File: src/rtl/vending_machine_if.sv
// Coin-acceptor / actuator handshake between the front end and the vending controller.
interface vending_machine_if;
  logic din;
  logic qin;
  logic dispense;
  logic change;

  // Coin-acceptor side drives coins and watches the actuator strobes.
  modport master (output din, output qin, input dispense, input change);
  // Controller side samples coins and drives the actuator strobes.
  modport slave  (input din, input qin, output dispense, output change);
endinterface

File: src/rtl/vending_machine.sv
// Single-product coin-operated vending controller built as a generic credit accumulator.
// Define VM_COIN_EDGE_EN to count a coin only on a 0->1 transition of din/qin.
module vending_machine #(
  parameter int unsigned PRICE       = 20,
  parameter int unsigned DIME_VAL    = 10,
  parameter int unsigned QUARTER_VAL = 25,
  parameter int unsigned CREDIT_W    = 6
) (
  input  logic              clk,
  input  logic              rstn,
  vending_machine_if.slave  bus
);

  localparam logic [CREDIT_W-1:0] PRICE_C   = CREDIT_W'(PRICE);
  localparam logic [CREDIT_W-1:0] DIME_C    = CREDIT_W'(DIME_VAL);
  localparam logic [CREDIT_W-1:0] QUARTER_C = CREDIT_W'(QUARTER_VAL);

  logic [CREDIT_W-1:0] r_credit;
  logic                r_dispense;
  logic                r_change;

  logic                w_din_acc;
  logic                w_qin_acc;
  logic [CREDIT_W-1:0] w_sum;
  logic                w_vend;

`ifdef VM_COIN_EDGE_EN
  logic r_din_q;
  logic r_qin_q;

  // Previous coin levels so a held input counts as a single coin.
  always_ff @(posedge clk or negedge rstn) begin
    if (!rstn) begin
      r_din_q <= 1'b0;
      r_qin_q <= 1'b0;
    end else begin
      r_din_q <= bus.din;
      r_qin_q <= bus.qin;
    end
  end

  assign w_din_acc = bus.din & ~r_din_q;
  assign w_qin_acc = bus.qin & ~r_qin_q;
`else
  assign w_din_acc = bus.din;
  assign w_qin_acc = bus.qin;
`endif

  // Width constraint on CREDIT_W guarantees this sum never wraps.
  assign w_sum  = r_credit
                + (w_din_acc ? DIME_C    : '0)
                + (w_qin_acc ? QUARTER_C : '0);
  assign w_vend = (w_sum >= PRICE_C);

  // A purchase refunds all excess at once and clears credit; otherwise credit accumulates.
  always_ff @(posedge clk or negedge rstn) begin
    if (!rstn) begin
      r_credit   <= '0;
      r_dispense <= 1'b0;
      r_change   <= 1'b0;
    end else if (w_vend) begin
      r_credit   <= '0;
      r_dispense <= 1'b1;
      r_change   <= (w_sum > PRICE_C);
    end else begin
      r_credit   <= w_sum;
      r_dispense <= 1'b0;
      r_change   <= 1'b0;
    end
  end

  assign bus.dispense = r_dispense;
  assign bus.change   = r_change;

endmodule

File: src/flat_wrapper.sv
// flat-port wrapper written by rule: the top's interface ports become plain ports
module vending_machine_flat 
#(
  parameter int unsigned PRICE       = 20,
  parameter int unsigned DIME_VAL    = 10,
  parameter int unsigned QUARTER_VAL = 25,
  parameter int unsigned CREDIT_W    = 6
)
  (clk, rstn, bus_din, bus_qin, bus_dispense, bus_change);
  vending_machine_if bus_i ();
  input  logic clk;
  input  logic rstn;
  input wire logic [$bits(bus_i.din)-1:0] bus_din;
  input wire logic [$bits(bus_i.qin)-1:0] bus_qin;
  output wire logic [$bits(bus_i.dispense)-1:0] bus_dispense;
  output wire logic [$bits(bus_i.change)-1:0] bus_change;
  assign bus_i.din = bus_din;
  assign bus_i.qin = bus_qin;
  assign bus_dispense = bus_i.dispense;
  assign bus_change = bus_i.change;
  vending_machine #(.PRICE(PRICE), .DIME_VAL(DIME_VAL), .QUARTER_VAL(QUARTER_VAL), .CREDIT_W(CREDIT_W)) u_core (.clk(clk), .rstn(rstn), .bus(bus_i));
endmodule
File: config.mk
export PLATFORM = sky130hd
export DESIGN_NAME = vending_machine_flat
export DESIGN_NICKNAME = d
export VERILOG_FILES = /design/src/rtl/vending_machine_if.sv /design/src/rtl/vending_machine.sv /design/src/flat_wrapper.sv
export SDC_FILE = /design/constraint.sdc
export NUM_CORES = 1
export LEC_CHECK = 0
export CAP_MARGIN = 20
export CORE_AREA = 2 2 39 41
export DETAILED_ROUTE_END_ITERATION = 10
export DIE_AREA = 0 0 41 43
export PLACE_DENSITY = 0.53
export SLEW_MARGIN = 5
export SYNTH_ARGS = -nofsm -noshare
export SYNTH_HDL_FRONTEND = slang
export SYNTH_SLANG_ARGS = --single-unit
File: constraint.sdc
create_clock -name clk -period 2.08 [get_ports clk]
set_input_delay 0.312 -clock clk [delete_from_list [all_inputs] [get_ports clk]]
set_output_delay 0.312 -clock clk [all_outputs]
set_load 0.02 [all_outputs]
==> results of run 1 <==
-- layer usage --
metal	global-route usage	wire, µm	up-vias
li1	-	-	175
met1	0.140	358	181
met2	0.225	616	4
met3	0.0314	20	4
met4	0.100	19	0
met5	0	0	-
-- metrics by stage --
stage	util	hold WS, ns	setup WS (ns)	power, W	std cells
after floorplan	-	0.0164	0.162	0.000503	38
after global placement	0.420	0.599	-0.414	0.000638	65
after detailed placement	0.420	0.610	-0.427	0.000645	65
after CTS	0.482	0.344	0.00263	0.000866	69
after global routing	0.540	0.358	0.00679	0.00109	74
final	0.540	0.340	0.0965	0.00102	74
-- kinds of logic (layout without fill, tap and decap cells) --
family / Yosys count / in the layout / share of synthesized area
AOI/OAI and AO/OA: 9 / 9 / 0.153
xor gates and xnor gates: 3 / 3 / 0.0565
other: 1 / 1 / 0.00806
DFF: 8 / 8 / 0.430
buffers and inverters: 2 / 22 / 0.0161
adders and majority gates: 8 / 8 / 0.247
and+or+nand+nor: 7 / 7 / 0.0887
-- path summary, 6_finish.rpt --
kind                                     from                   to  slack (ns)  cells after the start
setup / recovery           u_core.r_credit[1]  u_core.bus.dispense         0.1                      6
hold / removal                           rstn    u_core.bus.change        0.34                      1
setup reg to reg           u_core.r_credit[1]  u_core.bus.dispense         0.1                      6
hold reg to reg            u_core.r_credit[0]   u_core.r_credit[0]        0.70                      3
max in group asynchronous                rstn   u_core.r_credit[3]        1.48                      1
min in group clk           u_core.r_credit[0]   u_core.r_credit[0]        0.70                      3
-- registers in the layout, summed over array words and instances (netlist names) --
signal	cells
u_core.r_credit	6
u_core.bus.dispense	1
u_core.bus.change	1
-- power by group through the flow --
stage / Sequential (W) / Combinational [W] / Clock (W)
floorplan: 0.000250 / 0.000253 / 0
global placement: 0.000229 / 0.000408 / 0
detailed placement: 0.000229 / 0.000416 / 0
CTS: 0.000227 / 0.000522 / 0.000116
global route: 0.000231 / 0.000739 / 0.000124
finish: 0.000227 / 0.000683 / 0.000111
-- timing repair --
item,in CTS,in global routing
buffers inserted,1,5
pin swaps,6,6
endpoints found under the setup margin,7,7
gates resized for setup,12,6
hold buffers,0,0
-- synthesized netlist by cell type, drive strengths merged --
| library cell | instances |
|---|---|
| a211oi | 2 |
| a21boi | 1 |
| a21o | 2 |
| a21oi | 1 |
| a31oi | 1 |
| conb | 1 |
| dfrtp | 8 |
| fa | 2 |
| ha | 6 |
| inv | 2 |
| nand2 | 1 |
| nand2b | 2 |
| nand3 | 1 |
| nor3 | 1 |
| nor3b | 2 |
| o21ai | 1 |
| o2bb2ai | 1 |
| xnor2 | 2 |
| xor2 | 1 |
-- worst register-to-register path: stages, from the launching register on --
cell and delay, ns:
dfrtp_1 0.36, ha_1 0.27, ha_2 0.19, fa_2 0.39, xnor2_2 0.23, nand2b_1 0.18
a21o_2 0.24
-- layout make-up --
class                           instances  share of cell area
Clock buffer                            3              0.0302
Sequential cell                         8               0.268
Multi-Input combinational cell         28               0.476
Timing Repair Buffer                   17               0.189
Inverter                                2              0.0101
Tap cell                               16              0.0268
==> reports/metrics.yaml, run 1 <==
synth_top_area_share: 0.430
hold_viol: 0
p_seq_frac: 0.222
rsz0062_at_grt: "no"
fmax_mhz: 504
initialDrtViolationCount: 5
cp-start-kind: "register"
viasPerCell: 4.92
slew_viol_final: 0
fin_crit_sh: 0.954
yosysWarnings: 0
synth_fp_nets: 50
grt_pass1_wl_um: 1490
design_area_um2: 747
setup.worst_path.end_class: "register"
clkSinkCount: 8
avgSynthCellArea_um2: 12.2
skew_ns: 0.00285
clockBufferDepth: 2
setup_viol: 0
initial_core_util: 0.336
synthTopCellsByArea: "dfrtp_1 (43%), ha_1 (16%), fa_1 (8.6%)"
cts.clk_slew.worst_paths_ns: 0.05
power_frac_clock: 0.108
clk_latency_ns: 0.25
pin_count: 6
wirelength_um: 1020
num-fill-cells: 129
drc: 0
max_cap_violations: 0
ys_seq_area_frac: 0.430
final_cell_mix: "buf_4 (12), dfrtp_1 (8), ha_1 (4), clkbuf_4 (3), clkdlybuf4s50_1 (3)"
drive_gt1_frac: 0.517
dp_hpwl_um: 669
cp_slowest_cell: "fa_2"
swShare: 0.366
yosys_register_bits: 8
via_count: 364
regArea_um2: 200
dieArea_um2: 1760
area_delta_synth_final_pct: 60.5
multi_input_area_um2: 355
gr-usage-all-layers: 0.137
routabilityCongestion: 0.739
path_max_fanout: 4
coreArea_um2: 1380
fin_crit_ns: 1.98
worst_ir_drop_vdd_uv: 677
dr.pass1.iters: 2
die_h_um: 43
critical_path_arrival_ns: 2.12
fin_tns_setup_ns: 0
path_delay_family: "adder cells"
cts_tree: "done"
antenna_left: 0
grt_max_degree: 9
syn_area_um2: 465
synth_cell_type_count: 19
n_antenna_cell: 0
placed_area_um2: 581
fp-row-count: 14
p_sw_w: 0.000374
final_common_cell: "buf_4"
required_ns: 2.21
num-nets-final: 72
port_buffers: 5
syn_inst: 38
pwr-share-comb: 0.669
p_per_area_nw_per_um2: 1370
grt_overflow: 0
outcome: "finished clean"
yosysTopAreaCell: "dfrtp_1"
path_class: "reg2reg"
antenna_found_initial: 0
htreeDepth: 1
leakage_nw: 0.352
worst-path-buf-inv: 0
slowest_delay_ns: 0.39
die_w_um: 41
wl_per_cell_um: 13.7
path_cells: "ha_1, ha_2, fa_2, xnor2_2, nand2b_1, a21o_2"
cts-root-buf: "clkbuf_4"
cts_buffers: 3
grt_pass1_vias: 362
internal-power_w: 0.000647
hp-class: "in2async"
(Power assumes the default switching activity.)
==> run 2: changes to the inputs <==
--- a/config.mk
+++ b/config.mk
@@ -5,11 +5,11 @@
 export SDC_FILE = /design/constraint.sdc
 export NUM_CORES = 1
 export LEC_CHECK = 0
-export CAP_MARGIN = 20
+export CAP_MARGIN = 40
 export CORE_AREA = 2 2 39 41
 export DETAILED_ROUTE_END_ITERATION = 10
 export DIE_AREA = 0 0 41 43
-export PLACE_DENSITY = 0.53
+export PLACE_DENSITY = 0.62
 export SLEW_MARGIN = 5
 export SYNTH_ARGS = -nofsm -noshare
 export SYNTH_HDL_FRONTEND = slang
==> reports/metrics.yaml, run 2 (same netlist as run 1, synthesis figures left out) <==
placed_area_um2: 573
gr-usage-all-layers: 0.110
r2r-end: "u_core.bus.dispense"
path_max_fanout: 4
fp-row-count: 14
dr.pass1.iters: 1
slowest_delay_ns: 0.40
clockBufferDepth: 2
dieArea_um2: 1760
rsz0062_at_grt: "no"
fmax_mhz: 509
n_antenna_cell: 0
path_cells: "dlygate4sd2_1, ha_1, ha_1, fa_2, xnor2_2, nand2b_1, a21o_2"
slew_viol_final: 0
via_count: 322
initialDrtViolationCount: 0
wl_per_cell_um: 11.2
routabilityCongestion: 0.718
crit_start: "bus_din"
drc: 0
initial_core_util: 0.336
skew_ns: 0.00153
largest_reg_flops: 6
cts_buffers: 3
setup.worst_path.end_class: "register"
worst_ir_drop_vdd_uv: 540
viasPerCell: 4.81
outcome: "finished clean"
cts_setup_buffers: 0
p_per_area_nw_per_um2: 1290
path_class: "in2reg"
final_cell_mix: "dfrtp_1 (8), ha_1 (6), buf_4 (5), clkbuf_4 (3), clkdlybuf4s50_1 (3)"
cts.clk_slew.worst_paths_ns: 0.05
grt_max_degree: 9
setup_viol: 0
cts-root-buf: "clkbuf_4"
die_h_um: 43
clk_latency_ns: 0.24
cts_resized: 10
fin_tns_setup_ns: 0
coreArea_um2: 1380
grt_pass1_vias: 326
pin_count: 6
final_common_cell: "dfrtp_1"
rr_startpoint: "u_core.r_credit[1]"
cts_hold_buffers: 0
cts_tree: "done"
drive_gt1_frac: 0.333
htreeDepth: 1
leakage_nw: 0.306
fin_crit_sh: 0.944
antenna_found_initial: 0
num-nets-final: 65
top_register: "u_core.r_credit"
hp-class: "in2async"
max_cap_violations: 0
cp_common_cell: "ha_1"
worst-r2r-cell-count: 6
design_area_um2: 638
grt_overflow: 0
num-fill-cells: 134
area_delta_synth_final_pct: 37.1
die_w_um: 41
required_ns: 2.21
path_delay_family: "adder cells"
cp-start-kind: "input port"
fin_crit_ns: 1.96
clkSinkCount: 8
critical_path_arrival_ns: 2.10
rrSetupSlack_ns: 0.13
cp_slowest_cell: "fa_2"
grt_pass1_wl_um: 1260
worst-path-buf-inv: 1
antenna_left: 0
wirelength_um: 753
port_buffers: 5
hold_viol: 0
-- run 2: cell count changes in the layout (fill, tap and decap cells not counted), sizes merged --
cell | before | now
buf | 12 | 5
dlygate4sd2 | 1 | 2
dlymetal6s2s | 1 | 0
-- run 2: where the power goes --
part	leakage [nW]	internal, W	switching [W]
combinational	0.192	0.000248	0.000236
sequential	0.101	0.000208	0.0000176
clock	0.0138	0.0000655	0.0000450
-- run 2: metal layers --
metal,vias to the layer above,global-route usage,part of all wire
met1,156,0.139,0.45
li1,161,-,-
met4,0,0.0800,0.011
met5,-,0,0
met2,3,0.163,0.51
met3,2,0.0157,0.025
-- run 2: area by class of cell --
type                       count  area (µm²)  share of cell area
timing repair buffer          10        85.1               0.133
tap                           16        20.0              0.0314
sequential                     8         200               0.314
multi-input combinational     28         303               0.475
clock buffer                   3        22.5              0.0353
inverter                       2        7.51              0.0118
-- run 2: per-stage QoR --
step	utilization	total power, W	setup WS [ns]	hold slack (ns)	cells
floorplan	-	0.000503	0.162	0.0164	38
global placement	0.414	0.000635	-0.449	0.616	64
detailed placement	0.414	0.000640	-0.462	0.617	64
CTS	0.461	0.000833	0.111	0.351	67
global route	0.461	0.000887	0.0273	0.369	67
finish	0.461	0.000820	0.117	0.344	67
-- run 2: worst max path at each step --
| stage | to | slack (ns) | cells after the start |
|---|---|---|---|
| CTS | u_core.bus.dispense | 0.11 | 7 |
| detailed placement | u_core.r_credit[1] | -0.46 | 7 |
| finish | u_core.bus.dispense | 0.12 | 7 |
| floorplan | u_core.bus.dispense | 0.16 | 6 |
| global route | u_core.bus.dispense | 0.03 | 6 |
| global placement | u_core.bus.dispense | -0.45 | 7 |
-- run 2: worst reg2reg max path, cell delays in order, from the launching register on --
cell and delay (ns):
dfrtp_1 0.36, ha_1 0.27, ha_1 0.23, fa_2 0.40, xnor2_2 0.20, nand2b_1 0.15
a21o_2 0.23
